## config.mk

```make
export PLATFORM = sky130hd
export DESIGN_NAME = apb_rr_master
export DESIGN_NICKNAME = d
export VERILOG_FILES = /design/src/rtl/apb_pkg.sv /design/src/rtl/rr_arbiter.sv /design/src/rtl/apb_rr_master.sv
export SDC_FILE = /design/constraint.sdc
export NUM_CORES = 1
export LEC_CHECK = 0
export ABC_AREA = 1
export BUFFER_PORTS_ARGS = -buffer_cell sky130_fd_sc_hd__clkbuf_2
export CAP_MARGIN = 0
export CORE_MARGIN = 2
export CORE_UTILIZATION = 45
export CTS_BUF_LIST = sky130_fd_sc_hd__clkbuf_4 sky130_fd_sc_hd__clkbuf_8
export DETAILED_ROUTE_END_ITERATION = 10
export PLACE_DENSITY = 0.8
export SYNTH_ARGS = -nofsm -noshare
export SYNTH_HDL_FRONTEND = slang
export SYNTH_SLANG_ARGS = --single-unit
```

## constraint.sdc

```tcl
create_clock -name PCLK -period 2.1 [get_ports PCLK]
set_clock_uncertainty 0.2 [all_clocks]
set_input_delay 0.21 -clock PCLK [delete_from_list [all_inputs] [get_ports PCLK]]
set_output_delay 0.21 -clock PCLK [all_outputs]
set_load 0.02 [all_outputs]
```

## src/rtl/apb_pkg.sv

```systemverilog
// rtl/apb_pkg.sv - shared APB widths and transfer-phase encoding
package apb_pkg;

  localparam int APB_ADDR_W = 8;
  localparam int APB_DATA_W = 32;

  typedef enum logic [1:0] {
    IDLE   = 2'd0,
    SETUP  = 2'd1,
    ACCESS = 2'd2
  } apb_state_e;

endpackage

```

## src/rtl/rr_arbiter.sv

```systemverilog
// rtl/rr_arbiter.sv - round-robin one-hot grant starting the search at a pointer
module rr_arbiter #(
  parameter int NREQ  = 2,
  parameter int PTR_W = $clog2(NREQ)
) (
  input  logic [NREQ-1:0]  i_req,
  input  logic [PTR_W-1:0] i_ptr,
  output logic [NREQ-1:0]  o_gnt,
  output logic [PTR_W-1:0] o_idx
);

  logic [PTR_W-1:0] w_cand;
  logic             w_found;

  // Walk the requesters from the pointer upward (wrapping) and grant the first one asserted
  always_comb begin
    o_gnt   = '0;
    o_idx   = '0;
    w_found = 1'b0;
    w_cand  = '0;
    for (int k = 0; k < NREQ; k++) begin
      w_cand = PTR_W'((int'(i_ptr) + k) % NREQ);
      if (!w_found && i_req[w_cand]) begin
        o_gnt[w_cand] = 1'b1;
        o_idx         = w_cand;
        w_found       = 1'b1;
      end
    end
  end

endmodule

```

## src/rtl/apb_rr_master.sv

```systemverilog
// rtl/apb_rr_master.sv - APB requester that serves NREQ clients round-robin with a wait timeout
module apb_rr_master
  import apb_pkg::*;
#(
  parameter int NREQ    = 2,
  parameter int ADDR_W  = APB_ADDR_W,
  parameter int DATA_W  = APB_DATA_W,
  parameter int TIMEOUT = 16
) (
  input  logic                     PCLK,
  input  logic                     PRESETn,
  input  logic [NREQ-1:0]          req_valid,
  output logic [NREQ-1:0]          req_ready,
  input  logic [NREQ-1:0]          req_write,
  input  logic [NREQ*ADDR_W-1:0]   req_addr,
  input  logic [NREQ*DATA_W-1:0]   req_wdata,
  output logic [NREQ-1:0]          rsp_valid,
  output logic [DATA_W-1:0]        rsp_rdata,
  output logic                     rsp_err,
  output logic                     PSEL,
  output logic                     PENABLE,
  output logic                     PWRITE,
  output logic [ADDR_W-1:0]        PADDR,
  output logic [DATA_W-1:0]        PWDATA,
  input  logic [DATA_W-1:0]        PRDATA,
  input  logic                     PREADY,
  input  logic                     PSLVERR
);

  localparam int PTR_W = $clog2(NREQ);
  localparam int CNT_W = $clog2(TIMEOUT + 1);
  localparam logic [CNT_W-1:0] LAST_WAIT = CNT_W'(TIMEOUT - 1);

  apb_state_e        r_state;
  apb_state_e        w_next;
  logic [PTR_W-1:0]  r_ptr;
  logic [PTR_W-1:0]  r_idx;
  logic [PTR_W-1:0]  w_win_idx;
  logic [NREQ-1:0]   w_gnt;
  logic              r_write;
  logic [ADDR_W-1:0] r_addr;
  logic [DATA_W-1:0] r_wdata;
  logic [CNT_W-1:0]  r_wait;
  logic              w_accept;
  logic              w_done;
  logic              w_timeout;
  logic [NREQ-1:0]   r_rsp_valid;
  logic [DATA_W-1:0] r_rsp_rdata;
  logic              r_rsp_err;

  rr_arbiter #(
    .NREQ  (NREQ),
    .PTR_W (PTR_W)
  ) u_arb (
    .i_req (req_valid),
    .i_ptr (r_ptr),
    .o_gnt (w_gnt),
    .o_idx (w_win_idx)
  );

  // Phase register; reset drops any transfer in flight without a response
  always_ff @(posedge PCLK or negedge PRESETn) begin
    if (!PRESETn) r_state <= IDLE;
    else          r_state <= w_next;
  end

  // Next phase, grant exposure and APB control decoded from the current phase
  always_comb begin
    w_next    = r_state;
    req_ready = '0;
    w_accept  = 1'b0;
    w_timeout = 1'b0;
    w_done    = 1'b0;
    PSEL      = 1'b0;
    PENABLE   = 1'b0;
    PWRITE    = 1'b0;
    case (r_state)
      IDLE: begin
        req_ready = w_gnt;
        w_accept  = |req_valid;
        if (w_accept) w_next = SETUP;
      end
      SETUP: begin
        PSEL   = 1'b1;
        PWRITE = r_write;
        w_next = ACCESS;
      end
      ACCESS: begin
        PSEL      = 1'b1;
        PENABLE   = 1'b1;
        PWRITE    = r_write;
        w_timeout = !PREADY && (r_wait == LAST_WAIT);
        w_done    = PREADY || w_timeout;
        if (w_done) w_next = IDLE;
      end
      default: w_next = IDLE;
    endcase
  end

  // Command latch, rotating pointer, wait counter and the one-cycle completion pulse
  always_ff @(posedge PCLK or negedge PRESETn) begin
    if (!PRESETn) begin
      r_ptr       <= '0;
      r_idx       <= '0;
      r_write     <= 1'b0;
      r_addr      <= '0;
      r_wdata     <= '0;
      r_wait      <= '0;
      r_rsp_valid <= '0;
      r_rsp_rdata <= '0;
      r_rsp_err   <= 1'b0;
    end else begin
      if (w_accept) begin
        r_write <= req_write[w_win_idx];
        r_addr  <= req_addr[int'(w_win_idx)*ADDR_W +: ADDR_W];
        r_wdata <= req_wdata[int'(w_win_idx)*DATA_W +: DATA_W];
        r_idx   <= w_win_idx;
        r_ptr   <= PTR_W'((int'(w_win_idx) + 1) % NREQ);
      end
      r_wait      <= (r_state == ACCESS && !w_done) ? r_wait + CNT_W'(1) : '0;
      r_rsp_valid <= '0;
      if (w_done) begin
        r_rsp_valid[r_idx] <= 1'b1;
        r_rsp_err          <= w_timeout || PSLVERR;
        r_rsp_rdata        <= (PREADY && !r_write) ? PRDATA : '0;
      end
    end
  end

  assign PADDR     = r_addr;
  assign PWDATA    = r_wdata;
  assign rsp_valid = r_rsp_valid;
  assign rsp_rdata = r_rsp_rdata;
  assign rsp_err   = r_rsp_err;

endmodule

```

==> reports/results.txt, run 1 <==
Max Clk Rate: 514.6 MHz
PD cells: 1162 mW/mm²
WL final: 15.23 mm
DR pass1 iterations: 8
Post-DRT Antenna Nets: 0
Via/cell ratio: 5.586
Actual slew at the worst max-slew pin: 0.4720 ns
Synthesized flop and latch total: 85
Total track usage: 32.78%
Io pins: 200
Vias: 4782
Setup CP Type: flip-flop to output pin
Max-slew violations: 0
Internal power: 3.968 mW
Vias in the first global route: 4618
Port buffer count: 199
Worst-case clock buffer depth: 2
Post-place instance area: 0.004907 mm²
Area of the core: 0.008217 mm²
Initial core utilization: 46.61%
Setup violations, final: 0
Max-slew headroom: 68.54%
Net Sw Frac: 45.56%
Iter 0 DRT Violations: 430
Register share of total power: 36.6%
Synth top area share: 55.54%
Nets: 871
Initial antenna violation count: 1
Number of max-cap violations: 0
Clock root buffer master: clkbuf_8
Total power draw: 7.290 mW
CTS tree: yes
Syn nets: 565
Clk slew on worst S/H paths: 0.08 ns
First-pass GRT wire length: 23.18 mm
Arr. time, crit path: 1.53 ns
Finished Core Util: 76.32%
Mean Syn Cell Area: 8.704 µm²
Final setup margin: 0.1567 ns
Syn-to-layout area delta: 63.74%
Yosys Warn Count: 0
Die width: 96.26 µm
Netlist Area Pre-Place: 0.003830 mm²
Critical path launch point type: flip-flop
Final instance area: 0.006271 mm²
Leak: 3.254 nW
WL per Instance: 17.79 µm
Status: complete, no violations
Comb power frac: 49.3%
CTS Buf Count: 9
Register area share after synthesis: 55.54%
Grt ovf: 0
Clk sinks: 85
Die Y: 96.26 µm
H-tree Lvls: 3
Crit path max fanout: 5
Placement Setup Slack: 0.2094 ns
Max VDD drop: 0.6883 mV
Req. time, crit path: 1.69 ns
Fin crit share: 92.54%
Rows: 33
Worst Hold Class: input port to flip-flop
Largest net degree at the start of global routing: 86
Fillers: 517
Share of cells above drive strength 1: 31.33%
Post-DP HPWL: 7.608 mm
Setup crit end kind: output pin
Setup TNS: 0 ns
Most area-consuming cells after synthesis: dfrtp_1, nand3_1, nand2_1
Fin crit period: 1.943 ns
Largest area contributor in the synthesized netlist: dfrtp_1
Clock network fraction of design power: 14.1%
Die ar.: 0.009265 mm²
Worst-skew pair later-pin latency: 0.34 ns
Post-synth cell types: 20
Sw power: 3.321 mW
Final hold vios: 0
Number of remaining DRC errors: 0
Synthesized netlist cell count: 440
GPL Wtd Cong: 0.7754
RSZ-0062 raised after global routing: no
-- cell usage in the layout (no fill, tap or decap), drive strengths merged --
master	n
ha	5
diode	1
nor2	15
dlygate4sd3	116
o21ai	34
clkinvlp	2
nor3b	1
clkbuf	208
nand2	83
a21oi	1
o22ai	1
buf	16
dfrtp	85
clkinv	3
inv	14
nand3	166
-- synthesized netlist by cell type, drive strengths merged --
master and instances:
o21ai 34, o22ai 1, nor3b 1, ha 5, nand3 166, nand2 83
inv 15, nor2 15, dfrtp 85, a21oi 1, clkbuf 9, buf 25
-- metrics by stage --
stage               hold WS, ns  instances
finish                  0.04125        856
global route            0.02779        856
CTS                     0.02847        852
detailed placement      0.07954        721
global placement        0.07556        721
floorplan               -0.2856        440
-- worst max-delay path, stage by stage (launching register included) --
cell	delay, ns
dfrtp_1	0.41
inv_1	0.11
ha_2	0.23
nand2_2	0.12
nor2_1	0.13
clkbuf_2	0.21
-- logic make-up after synthesis --
kind of cell               after synthesis  synth area share [%]
AOI/OAI and AO/OA                       36                 4.835
and+or+nand+nor                        265                 31.82
buffers and inverters                   49                 6.175
DFF                                     85                 55.54
adders and majority gates                5                 1.633
-- final cells by class --
class                      count  area [µm²]  share of cell area, %
timing repair buffer         329        2302                  36.71
sequential                    85        2127                  33.92
multi-input combinational    306        1476                  23.54
clock buffer                  11       145.1                  2.314
tap                          105       131.4                  2.095
inverter                      15       61.31                 0.9777
clock inverter                 4       25.02                 0.3990
antenna                        1       2.502                0.03990
-- final timing paths --
kind                                        start                   endpoint  slack, ns  depth (start not counted)
hold reg to reg                 r_idx$_DFFE_PN0P_     rsp_valid[0]$_DFF_PN0_       0.24                          1
setup / recovery           r_state[1]$_DFFE_PN0P_               req_ready[1]       0.16                          5
max in group asynchronous                 PRESETn       PADDR[6]$_DFFE_PN0P_       1.11                          3
min in group asynchronous                 PRESETn   rsp_rdata[0]$_DFFE_PN0P_       0.24                          3
hold / removal                             PREADY     rsp_valid[0]$_DFF_PN0_       0.04                          3
setup reg to reg              r_wait[0]$_DFF_PN0_  rsp_rdata[16]$_DFFE_PN0P_       0.17                          8
-- registers in the layout (all words and copies together), names as in the netlist --
register and cells:
PADDR 8, PWDATA 32, r_idx 1, r_ptr 1, r_state 2, r_wait 5
r_write 1, rsp_err 1, rsp_rdata 32, rsp_valid 2
-- routing by layer --
| metal | routed length (µm) | share of wire [%] | vias to the layer above | global-route usage [%] |
|---|---|---|---|---|
| met5 | 0 | 0 | - | 0 |
| met4 | 658 | 4.3 | 0 | 14.05 |
| met3 | 1843 | 12 | 82 | 8.144 |
| met2 | 6987 | 46 | 416 | 52.55 |
| met1 | 5740 | 38 | 2186 | 42.24 |
| li1 | - | - | 2098 | - |
-- power groups by stage --
stage | sequential [mW] | clock, mW | combinational [mW]
after detailed placement | 2.63 | 0 | 3.25
final | 2.67 | 1.03 | 3.60
after floorplan | 3.26 | 0 | 1.45
after global placement | 2.63 | 0 | 3.15
after CTS | 2.63 | 1.04 | 3.41
after global routing | 2.72 | 1.11 | 3.87
-- repair_timing --
action,CTS,global route
endpoints found under the hold margin,159,0
setup endpoints to repair,1,1
resized for setup,1,4
cloned,0,0
hold buffers,116,0
buffers inserted,0,3
No activity file was read; power rests on OpenSTA's default activity.
==> run 2: changes to the inputs <==
Settings changed: RECOVER_POWER set to 50.
==> run 2 against run 1 <==
Effect of this change: design area down 1.0%; critical path type unchanged; largest power group unchanged; flip-flop and latch count is the same; register-to-register slack hardly changed; via count fell by 0.52%; clock power is essentially flat.
==> reports/results.txt, run 2 (same netlist as run 1, synthesis figures left out) <==
GPL Wtd Cong: 0.7754
WL per Instance: 17.87 µm
Status: complete, no violations
Max VDD drop: 0.6787 mV
Clk slew on worst S/H paths: 0.08 ns
Initial core utilization: 46.61%
Post-DRT Antenna Nets: 0
Post-DP HPWL: 7.608 mm
Die ar.: 0.009265 mm²
Via/cell ratio: 5.557
DR pass1 iterations: 5
Fin crit period: 1.950 ns
WHS: 0.03410 ns
Clock network fraction of design power: 14.2%
Total power draw: 7.214 mW
Initial antenna violation count: 1
Nets: 871
Number of max-cap violations: 0
Port buffer count: 199
Max-slew violations: 0
Leak: 3.120 nW
Max Clk Rate: 512.9 MHz
Max-slew headroom: 24.95%
PD cells: 1162 mW/mm²
Die width: 96.26 µm
Placement Setup Slack: 0.2094 ns
Largest net degree at the start of global routing: 86
Non-filler cells, final: 856
Fin crit share: 92.85%
Vias in the first global route: 4618
Actual slew at the worst max-slew pin: 1.126 ns
Area of the core: 0.008217 mm²
Final hold vios: 0
Worst-skew pair later-pin latency: 0.34 ns
Most frequent cells in the layout: nand3_1, clkbuf_2, dlygate4sd3_1, dfrtp_1, nand2_1
Number of remaining DRC errors: 0
Post-place instance area: 0.004907 mm²
Total track usage: 32.78%
Crit path max fanout: 5
Most common cell after layout, fill and taps aside: nand3_1
H-tree Lvls: 3
Syn-to-layout area delta: 62.10%
Vias: 4757
Setup violations, final: 0
CTS Buf Count: 9
Worst-case clock buffer depth: 2
Die Y: 96.26 µm
Setup crit end kind: output pin
Clk sinks: 85
Rows: 33
RSZ-0062 raised after global routing: no
Setup TNS: 0 ns
Register share of total power: 37.0%
Finished Core Util: 75.56%
Arr. time, crit path: 1.54 ns
Share of cells above drive strength 1: 26.00%
Final setup margin: 0.1501 ns
WL final: 15.30 mm
Net Sw Frac: 46.05%
Iter 0 DRT Violations: 485
CTS tree: yes
Worst Hold Class: input port to flip-flop
Sw power: 3.322 mW
First-pass GRT wire length: 23.18 mm
Critical path launch point type: flip-flop
Internal power: 3.892 mW
Comb power frac: 48.8%
Clock root buffer master: clkbuf_8
Setup CP Type: flip-flop to output pin
DP Cell Count: 721
Final instance area: 0.006208 mm²
Io pins: 200
Req. time, crit path: 1.69 ns
Grt ovf: 0
[run 2: changes by cell type in the layout (fill, tap and decap cells not counted), sizes merged]
cell and delta:
clkbuf +2, buf -2
[run 2: path summary, 6_finish.rpt]
kind / from / end / slack [ns] / cells after the start
max in group asynchronous: PRESETn / PWDATA[19]$_DFFE_PN0P_ / 0.42 / 3
setup reg to reg: r_wait[0]$_DFF_PN0_ / rsp_rdata[16]$_DFFE_PN0P_ / 0.18 / 8
setup / recovery: r_state[1]$_DFFE_PN0P_ / req_ready[1] / 0.15 / 5
min in group asynchronous: PRESETn / rsp_rdata[2]$_DFFE_PN0P_ / 0.56 / 3
hold reg to reg: r_idx$_DFFE_PN0P_ / rsp_valid[0]$_DFF_PN0_ / 0.23 / 1
hold / removal: PREADY / rsp_valid[0]$_DFF_PN0_ / 0.03 / 3
[run 2: cell type report]
type / count / area [µm²]
timing repair buffer: 329 / 2240
sequential: 85 / 2127
fill: 550 / 2008
multi-input combinational: 306 / 1476
clock buffer: 11 / 145.1
tap: 105 / 131.4
inverter: 15 / 61.31
clock inverter: 4 / 25.02
antenna: 1 / 2.502
[run 2: layer usage]
| layer | part of all wire (%) | track usage (%) | vias to the layer above |
|---|---|---|---|
| li1 | - | - | 2099 |
| met1 | 38 | 42.24 | 2187 |
| met2 | 46 | 52.55 | 398 |
| met3 | 12 | 8.144 | 73 |
| met4 | 3.9 | 14.05 | 0 |
| met5 | 0 | 0 | - |
[run 2: repair_timing]
action	in CTS	in global routing
endpoints found under the hold margin	159	0
setup buffers	0	3
endpoints found under the setup margin	1	1
resized for setup	1	4
hold buffers	116	0
[run 2: power groups by stage]
stage | logic [mW] | registers [mW] | clock network (mW)
2_1_floorplan | 1.45 | 3.26 | 0
3_3_place_gp | 3.15 | 2.63 | 0
3_5_place_dp | 3.25 | 2.63 | 0
4_1_cts | 3.41 | 2.63 | 1.04
5_1_grt | 3.80 | 2.72 | 1.11
6_report | 3.52 | 2.67 | 1.03
[run 2: critical path, stage by stage, from the launching register on]
cell and delay, ns:
dfrtp_1 0.41, inv_1 0.11, ha_2 0.23, nand2_2 0.12
nor2_1 0.13, clkbuf_2 0.21
==> run 3: changes to the inputs <==
Settings changed: CORE_ASPECT_RATIO set to 0.75.
==> run 3 against run 2 <==
Effect of this change: clock power barely moved; worst setup slack better by 0.035 ns; via count fell by 1.7%; first-iteration DRC count up 3.1%; non-clock buffer count is 4 lower; count of clock-buffer cells in the layout is 2 lower; design area decreased by 0.18%; sequential share of layout area up 0.062 points; largest cell class unchanged; worst hold slack got worse by 0.010 ns; cell count down 0.12%.
==> reports/results.txt, run 3 (same netlist as run 1, synthesis figures left out) <==
Arr. time, crit path: 1.93 ns
Iter 0 DRT Violations: 500
Worst-case clock buffer depth: 2
WHS: 0.02404 ns
Die width: 110.5 µm
Via/cell ratio: 5.471
Critical path launch point type: flip-flop
RSZ-0062 raised after global routing: no
Io pins: 200
Status: complete, no violations
Antenna cells: 0
Clk slew on worst S/H paths: 0.09 ns
Final hold vios: 0
Max-slew violations: 0
PD cells: 1154 mW/mm²
Grt met3 use: 9.368%
Area of the core: 0.008346 mm²
Max Clk Rate: 522.2 MHz
Comb power frac: 48.6%
Reg2reg start: r_wait[0]$_DFF_PN0_
Initial antenna violation count: 0
Internal power: 3.854 mW
Largest net degree at the start of global routing: 68
Die Y: 83.90 µm
Clk sinks: 85
Req. time, crit path: 2.11 ns
CTS tree: yes
Register share of total power: 36.6%
Grt peak-use layer: met2
Crit path max fanout: 67
Final instance area: 0.006197 mm²
Hold endpoint: r_idx$_DFFE_PN0P_
CTS Buf Count: 9
Rows: 29
Most frequent cells in the layout: nand3_1, clkbuf_2, dlygate4sd3_1, dfrtp_1, nand2_1
Setup TNS: 0 ns
Vias: 4678
H-tree Lvls: 3
Total track usage: 31.08%
Max VDD drop: 0.5775 mV
First-pass GRT wire length: 23.16 mm
GR Util met1: 35.80%
Initial core utilization: 45.89%
Die ar.: 0.009272 mm²
FF-to-FF path depth: 7
DR pass1 iterations: 6
Most common cell on crit path: ha_1
Sw power: 3.299 mW
Post-CTS setup buffer count: 0
Worst Setup SP: r_wait[0]$_DFF_PN0_
Vias in the first global route: 4761
Met2 GRT Util: 52.48%
Syn-to-layout area delta: 61.81%
Setup crit end kind: flip-flop
Number of max-cap violations: 0
Clock root buffer master: clkbuf_8
Worst-skew pair later-pin latency: 0.35 ns
Most common cell after layout, fill and taps aside: nand3_1
Clock network fraction of design power: 14.8%
Reg2reg setup slack: 0.18 ns
Actual slew at the worst max-slew pin: 1.026 ns
Crit path max-delay cell type: dfrtp_1
Post-DRT Antenna Nets: 0
Max-slew headroom: 31.58%
Fin crit share: 91.19%
Fin crit period: 1.915 ns
Grt ovf: 0
Post-place instance area: 0.004916 mm²
Port buffer count: 199
WL final: 14.22 mm
Post-DP HPWL: 7.544 mm
RR Endpoint: rsp_rdata[15]$_DFFE_PN0P_
Leak: 3.107 nW
Net Sw Frac: 46.12%
Total power draw: 7.153 mW
Hold Crit Start: req_valid[1]
Worst Hold Class: input port to flip-flop
Max incr delay on CP: 0.41 ns
Number of remaining DRC errors: 0
WL per Instance: 16.63 µm
Worst Hold Path Cells: 3
Nets: 867
Setup violations, final: 0
Share of cells above drive strength 1: 25.70%
Setup CP Type: flip-flop to flip-flop
CP Cell Sequence: ha_1, nand2_1, nor2_1, ha_1, o21ai_4, buf_12, o21ai_0
GPL Wtd Cong: 0.8952
==> run 3: cell types whose count changed in the layout (fill, tap and decap cells not counted), sizes merged <==
cell	previous run	this run
clkbuf	210	208
buf	14	10
clkinv	3	2
diode	1	0
inv	14	18
==> run 3: layout make-up <==
| type | instances | area (µm²) |
|---|---|---|
| sequential | 85 | 2127 |
| clock buffer | 9 | 123.9 |
| tap | 108 | 135.1 |
| clock inverter | 7 | 55.05 |
| inverter | 15 | 56.30 |
| multi-input combinational | 306 | 1476 |
| timing repair buffer | 325 | 2223 |
| fill | 574 | 2148 |
==> run 3: timing repair <==
action                                  CTS  global route
hold buffers                            116             0
endpoints found under the setup margin    0             1
gates resized for setup                   0             1
endpoints found under the hold margin   115             0
==> run 3: worst max path at each step <==
stage,end,slack [ns],depth (start not counted)
3_5_place_dp,rsp_rdata[12]$_DFFE_PN0P_,0.24,7
4_1_cts,req_ready[0],0.14,7
3_3_place_gp,rsp_rdata[15]$_DFFE_PN0P_,0.33,7
5_1_grt,req_ready[0],0.03,7
2_1_floorplan,rsp_rdata[30]$_DFFE_PN0P_,0.37,9
6_report,rsp_rdata[15]$_DFFE_PN0P_,0.18,7
==> run 3: layer usage <==
| layer | vias to the layer above | wire length (µm) | part of all wire [%] |
|---|---|---|---|
| met2 | 352 | 6938 | 49 |
| met4 | 0 | 631 | 4.4 |
| met3 | 68 | 1325 | 9.3 |
| met5 | - | 0 | 0 |
| li1 | 2099 | - | - |
| met1 | 2159 | 5326 | 37 |
==> run 3: power groups by stage <==
stage	registers [mW]	clock network (mW)	logic, mW
after floorplan	3.26	0	1.45
after global placement	2.61	0	3.17
after detailed placement	2.62	0	3.26
after CTS	2.60	1.09	3.43
after global routing	2.67	1.16	3.77
final	2.62	1.06	3.48
==> run 3: per-stage QoR <==
stage / worst slack (ns) / instances / utilization, %
final: 0.1850 / 855 / 74.26
after global routing: 0.03368 / 855 / 74.26
after CTS: 0.1424 / 855 / 74.96
after detailed placement: 0.2387 / 723 / 58.91
after global placement: 0.3328 / 723 / 58.91
after floorplan: 0.3680 / 440 / -
==> run 3: worst max-delay path, delay by kind of cell, from the launching register on <==
kind	cells	cell delay, ns
buffers and inverters	1	0.27
adders and majority gates	2	0.44
AOI/OAI and AO/OA	2	0.33
and+or+nand+nor	2	0.12
DFF	1	0.41
